===== src/rtl/spi_pkg.sv =====
// Shared types and widths for the SPI serf.
package spi_pkg;

   localparam int SPI_W = 16;

   typedef enum logic {IDLE, SHIFT} serf_state_t;

endpackage


===== src/rtl/spi_sync_edge.sv =====
// Three-flop synchronizer for an asynchronous input, with level and edge strobes.
module spi_sync_edge #(
   parameter logic RST_VAL = 1'b0
) (
   input  logic clk,
   input  logic rst_n,
   input  logic async_in,
   output logic level,
   output logic rise,
   output logic fall
);

   logic ff1, ff2, ff3;

   always_ff @(posedge clk or negedge rst_n) begin
      if (!rst_n) begin
         ff1 <= RST_VAL;
         ff2 <= RST_VAL;
         ff3 <= RST_VAL;
      end else begin
         ff1 <= async_in;
         ff2 <= ff1;
         ff3 <= ff2;
      end
   end

   assign level = ff2;
   assign rise  = ff2 & ~ff3;
   assign fall  = ~ff2 & ff3;

endmodule


===== src/rtl/spi_serf.sv =====
// SPI serf: shifts a frame in on MOSI while returning a preloaded word on MISO,
// running entirely on the system clock with synchronized SS_n/SCLK/MOSI.
module spi_serf
   import spi_pkg::*;
#(
   parameter int DATA_W = SPI_W
) (
   input  logic              clk,
   input  logic              rst_n,
   input  logic              SS_n,
   input  logic              SCLK,
   input  logic              MOSI,
   output logic              MISO,
   input  logic [DATA_W-1:0] tx_data,
   input  logic              wrt,
   output logic [DATA_W-1:0] rx_data,
   output logic              rdy,
   output logic              frm_err,
   output logic              busy
);

   localparam int CNT_W = $clog2(DATA_W) + 1;
   localparam logic [CNT_W-1:0] CNT_FULL = CNT_W'(DATA_W);

   logic ss_lvl, ss_rise, ss_fall;
   logic sclk_lvl, sclk_rise, sclk_fall;
   logic mosi_lvl, mosi_rise, mosi_fall;
   logic unused_edges;

   serf_state_t       state;
   logic [CNT_W-1:0]  rise_cnt;
   logic              seen_rise;
   logic              mosi_smpl;
   logic [DATA_W-1:0] shft_reg;
   logic [DATA_W-1:0] tx_hold;
   logic [1:0]        warm_cnt;
   logic              ss_armed;

   spi_sync_edge #(.RST_VAL(1'b1)) u_sync_ss (
      .clk      (clk),
      .rst_n    (rst_n),
      .async_in (SS_n),
      .level    (ss_lvl),
      .rise     (ss_rise),
      .fall     (ss_fall)
   );

   spi_sync_edge #(.RST_VAL(1'b1)) u_sync_sclk (
      .clk      (clk),
      .rst_n    (rst_n),
      .async_in (SCLK),
      .level    (sclk_lvl),
      .rise     (sclk_rise),
      .fall     (sclk_fall)
   );

   spi_sync_edge #(.RST_VAL(1'b0)) u_sync_mosi (
      .clk      (clk),
      .rst_n    (rst_n),
      .async_in (MOSI),
      .level    (mosi_lvl),
      .rise     (mosi_rise),
      .fall     (mosi_fall)
   );

   assign unused_edges = sclk_lvl ^ mosi_rise ^ mosi_fall;

   // A reset released while SS_n is low would look like an SS_n fall once the
   // chain refills; only accept falls after SS_n has been seen genuinely high.
   always_ff @(posedge clk or negedge rst_n) begin
      if (!rst_n) begin
         warm_cnt <= 2'd0;
         ss_armed <= 1'b0;
      end else begin
         if (warm_cnt != 2'd3) warm_cnt <= warm_cnt + 2'd1;
         if (warm_cnt == 2'd3 && ss_lvl) ss_armed <= 1'b1;
      end
   end

   always_ff @(posedge clk or negedge rst_n) begin
      if (!rst_n) begin
         tx_hold <= '0;
      end else if (wrt) begin
         tx_hold <= tx_data;
      end
   end

   always_ff @(posedge clk or negedge rst_n) begin
      if (!rst_n) begin
         state     <= IDLE;
         rise_cnt  <= '0;
         seen_rise <= 1'b0;
         mosi_smpl <= 1'b0;
         shft_reg  <= '0;
         rx_data   <= '0;
         rdy       <= 1'b0;
         frm_err   <= 1'b0;
      end else begin
         rdy     <= 1'b0;
         frm_err <= 1'b0;
         case (state)
            IDLE: begin
               if (ss_fall && ss_armed) begin
                  shft_reg  <= wrt ? tx_data : tx_hold;
                  rise_cnt  <= '0;
                  seen_rise <= 1'b0;
                  state     <= SHIFT;
               end
            end
            SHIFT: begin
               if (ss_rise) begin
                  state <= IDLE;
                  if (rise_cnt == CNT_FULL) begin
                     rx_data <= {shft_reg[DATA_W-2:0], mosi_smpl};
                     rdy     <= 1'b1;
                  end else begin
                     frm_err <= 1'b1;
                  end
               end else if (sclk_rise) begin
                  mosi_smpl <= mosi_lvl;
                  seen_rise <= 1'b1;
                  if (rise_cnt != CNT_FULL) rise_cnt <= rise_cnt + 1'b1;
               end else if (sclk_fall && seen_rise) begin
                  shft_reg <= {shft_reg[DATA_W-2:0], mosi_smpl};
               end
            end
            default: state <= IDLE;
         endcase
      end
   end

   assign MISO = shft_reg[DATA_W-1];
   assign busy = (state == SHIFT);

endmodule


===== config.mk =====
export PLATFORM = sky130hd
export DESIGN_NAME = spi_serf
export DESIGN_NICKNAME = d
export VERILOG_FILES = /design/src/rtl/spi_pkg.sv /design/src/rtl/spi_sync_edge.sv /design/src/rtl/spi_serf.sv
export SDC_FILE = /design/constraint.sdc
export NUM_CORES = 1
export LEC_CHECK = 0
export BUFFER_PORTS_ARGS = -buffer_cell sky130_fd_sc_hd__buf_2
export CAP_MARGIN = 10
export CORE_AREA = 2 2 84 86
export CTS_CLUSTER_SIZE = 25
export DETAILED_ROUTE_END_ITERATION = 8
export DIE_AREA = 0 0 86 88
export PLACE_DENSITY_LB_ADDON = 0.08
export REMOVE_ABC_BUFFERS = 1
export SLEW_MARGIN = 20
export SYNTH_ARGS = -nofsm -noshare
export SYNTH_HDL_FRONTEND = slang
export SYNTH_SLANG_ARGS = --single-unit
export TNS_END_PERCENT = 50

===== constraint.sdc =====
create_clock -name clk -period 2.2 [get_ports clk]
set_clock_uncertainty 0.2 [all_clocks]
set_input_delay 0.44 -clock clk [delete_from_list [all_inputs] [get_ports clk]]
set_output_delay 0.44 -clock clk [all_outputs]
set_load 0.005 [all_outputs]

* After elaboration in Yosys (flattened, before gate mapping)
Index checks and enable logic that the tools add are counted.
Word-level totals: flip-flop bits (word level) 69, input port bits 22, output and inout bits 20
Cells by class: $add $sub $neg 2, equal/unequal tests 10, mux-type cells 24, bitwise operators 10, reduce and logical (&&, ||, !) cells 8
Operator list (number):
- $mux 16 | 5
- $pmux 16 s2 | 1
- $mux 5 | 4
- $mux 1 | 11
- $ne 2x2->1 const B | 5
- $pmux 5 s2 | 1
- $reduce_and 3->1 | 3
- $reduce_and 4->1 | 2
- $not 1->1 | 6
- $add 5x1->5 const B | 1
- $eq 5x5->1 const B | 1
- $ne 5x5->1 const B | 1
- $and 1x1->1 | 4
- $ne 2x1->1 const B | 2
- $pmux 1 s2 | 2
- $logic_and 1x1->1 | 3
- $add 2x1->2 const B | 1
- $eq 2x2->1 const B | 1

* Depth between registers and ports, before layout
depth in word-level cells 7, gate-level depth with buffers 6, depth with buffers taken out 5

* Hierarchy
A second synthesis with hierarchy kept.
Second synthesis, totals: cell total of the unflattened synthesis 211, area total of the unflattened synthesis 2997.9 um^2
Modules (own cells, without submodules):
- spi_serf | instances 1, cells each 196, area an instance 2720.1 um^2
- spi_sync_edge at u_sync_sclk ... | instances 2, cells each 5, area an instance 93.8 um^2
- spi_sync_edge at u_sync_mosi | instances 1, cells each 5, area an instance 90.1 um^2

* Least setup slack after synthesis
Ideal clock, no wire load.
kind flip-flop to flip-flop, start reg u_sync_ss.ff2, in the netlist u_sync_ss.level, end reg rx_data[10], setup time 0.127 ns, data arrival time 1.399 ns, path slack 0.474 ns, stages on the path, launching flop included 6, path buffers 1, clock period less this slack 1.726 ns, cells stage by stage dfstp_2 -> and2b_4 -> nand2_2 -> nor2_8 -> buf_8 -> mux2_1
On the way: longest elaborated chain between the ends 2
Ends and longest elaborated chain:
- from (decl) | line spi_sync_edge.sv:13 | logic ff1, ff2, ff3;
- from (signal assigned) | line spi_sync_edge.sv:18 | ff2 <= RST_VAL;
- from (signal assigned) | line spi_sync_edge.sv:22 | ff2 <= ff1;
- $and 1x1->1 | line spi_sync_edge.sv:28 | assign rise = ff2 & ~ff3;
- $reduce_and 3->1 (no source line)
- to (signal assigned) | line spi_serf.sv:114 | rx_data <= {shft_reg[DATA_W-2:0], mosi_smpl};
- to (decl) | line spi_serf.sv:16 | output logic [DATA_W-1:0] rx_data,
No other way between the ends. A chain may end at the register's enable or synchronous reset.

* Worst setup path in the final report
start reg u_sync_ss.ff2, in the netlist u_sync_ss.level, end reg rx_data[0]
Same word-level chain as after synthesis.

==> run metrics <==
CTS sink cnt=69; die area=7570 sq um; RR Endpoint=rx_data[0]; post-CTS sizing=0; Netlist cell types=33; Finish-stage setup viols=0; Netlist Area Pre-Place=2870 sq um; Post-Syn Instances=just over 200; Synth Area in Compound Gates=under 10%; die height=88 microns; WP data required=2.23 ns; total wire length=4740 microns; post-synth top area share=55.0%; largest net degree at the start of global routing=70; worst-skew pair later-pin latency=0.34 ns; sequential element share of the synthesized area=60.5%; Leak Pwr=between 1.5 and 2 nW; Post-Route Setup TNS=0 ns; worst hold start=tx_data[8]; Port Buffers=41; WL/cell=about 14 microns; core area=6640 sq um; Die X=roughly 86 microns; Starting Density=43.1%; Post-Synth Simple-Gate Area=under 10%; post-placement worst setup slack=0.340 ns; number of remaining DRC errors=0; CTS max path bufs=2; worst rel slew slack=just over 70%; n_diodes=0; largest family of logic cells by synthesized area=multiplexers; first-pass GRT wire length=8270 microns; Design Area, Final=3430 sq um; status=finished, final reports clean; H-tree depth=3; RSZ-0062 raised after global routing=no; GPL Wtd Cong=0.771; final hold violations=0; drt pass-1 iters=4; hold-fix buffers at CTS=4; vias per inst=4.77; vias in the first global route=1734; multi-input logic area=1000 sq um; layout cells sized above 1=~37%; Syn Area/Cell=approximately 14 sq um; mux share of post-synthesis cell area=around a quarter; critical path class=reg -> reg; total track usage=14.5%; via total after detailed routing=roughly 1600; Synth Area in Adders=1.31%; Routed Antenna Nets=0; XOR/XNOR Fraction of Synth Area=0.917%; Worst Hold Path EP=tx_hold[8]; worst flop-to-flop path startpoint=u_sync_ss.level; FP Rows=30; GR Overflow Total=0; placed cell count=320; pwr dens=just under 1000 nW/um^2; Post-CTS Setup Inserts=0; hpwl dp=3020 microns; root buffer cell=clkbuf_8; Slew @ Worst Pin=between 0.4 and 0.5 ns; DP Area=3150 sq um; Filler Cells Inserted=608; Critical Path AT=1.85 ns; R2R Setup Slk=0.37 ns; Initial DRC Count=60; area leader, netlist=dfrtp_1; clk slew on worst S/H paths=0.08 ns; fin crit period=1.83 ns; nets=280; final non-filler cell total=340; hold crit path type=in -> reg; CTS tree=done; Synth area leaders=dfrtp_1 (55%), mux2i_1 (12%), mux2_2 (9.8%), dfstp_2 (5.5%), mux2_1 (3.5%); Final Worst Setup Slack=between 0.3 and 0.4 ns; hold path cells=2; CP Launch Type=flop; Worst Path Max Fanout=17; Worst Reg2Reg Path Length in Cells=4; FF+latch count, synth=69; Boundary Pins=42; Max Cap Viol=0; register area=approximately 1700 sq um; Area Growth Syn to Fin=19.8%; Slew Limit Fails=0; TritonCTS Buffers=9; f_max=about 0.55 GHz; initial antenna violation count=0; final worst-path cycle share=just over 80%; YS warnings=0; Critical Path End Type=flop; Max IR drop VDD=0.429 mV
how the worst max path moves through the flow:
| stage | start | cells after the start | to | slack, ns |
|---|---|---|---|---|
| final | u_sync_ss.level | 4 | rx_data[0] | 0.37 |
| after global routing | rise_cnt[0] | 5 | rx_data[2] | 0.27 |
| after CTS | u_sync_ss.level | 4 | rx_data[0] | 0.34 |
| after detailed placement | u_sync_ss.level | 4 | rx_data[1] | 0.34 |
| after global placement | u_sync_ss.level | 4 | rx_data[13] | 0.37 |
| after floorplan | busy | 4 | shft_reg[0] | 0.27 |
cell usage after synthesis (all sizes together):
| library cell | count |
|---|---|
| ha | 3 |
| mux2i | 34 |
| nand2 | 8 |
| buf | 6 |
| nand2b | 1 |
| inv | 20 |
| o221ai | 1 |
| nor2b | 1 |
| nor3b | 1 |
| and2b | 1 |
| nand3b | 1 |
| nand4b | 1 |
| clkbuf | 1 |
| xnor2 | 3 |
| nor3 | 2 |
| nor2 | 3 |
| dfrtp | 63 |
| nand3 | 6 |
| dfstp | 6 |
| mux2 | 34 |
| o21ai | 7 |
| a21o | 1 |
cell usage in the layout, fill, tap and decap left out, types with 2 or more instances in the layout:
cell	n
o21ai_1	3
dlygate4sd3_1	4
clkbuf_8	10
dfrtp_1	63
bufinv_16	3
ha_1	3
mux2i_1	34
nand3_1	5
nor3_1	2
mux2_2	25
o21ai_0	3
nand2_1	6
inv_1	20
mux2_1	9
dfstp_2	6
xnor2_1	3
buf_2	41
report_power, final:
part           total [mW]  switching, mW  leakage, nW  internal [mW]
clock network        1.26          0.473        0.120          0.789
registers            1.64          0.152        0.843           1.49
logic               0.498          0.247        0.818          0.252
routing by layer:
metal	vias up	GRT usage [%]	wire length (microns)	share of wire [%]
met2	35	21.6	2060	43
met4	0	6.49	88	1.9
li1	791	-	-	-
met1	789	19.8	2380	50
met3	8	4.34	216	4.6
met5	-	0	0	0
layout make-up:
class / count / share of cell area, %
clock buffer: 11 / 4.12
clock inverter: 5 / 3.10
inverter: 20 / 2.19
multi-input combinational: 108 / 29.2
sequential: 69 / 50.5
tap: 80 / 2.92
timing repair buffer: 47 / 7.94
stage by stage:
step           utilization, %  total power [mW]  hold WS (ns)
6_report                 51.7              3.40         0.151
5_1_grt                  51.7              3.63         0.132
4_1_cts                  51.7              3.46         0.135
3_5_place_dp             47.3              2.18         0.136
3_3_place_gp             47.3              2.16         0.136
2_1_floorplan               -              2.00       -0.0556
worst max-delay path, cell delays in order (launching register included):
cell and delay [ns]:
dfstp_2 0.55, and2b_4 0.19, nand2_2 0.10, nor2_8 0.29, mux2_2 0.37
logic make-up after synthesis:
family                   count (synthesis)
AO/OA/AOI/OAI                            9
XOR/XNOR                                 3
multiplexers                            68
buffers and inverters                   27
adder cells (fa/ha/maj)                  3
flip-flops                              69
AND/OR/NAND/NOR                         25
Power figures use the tool's default switching activity.
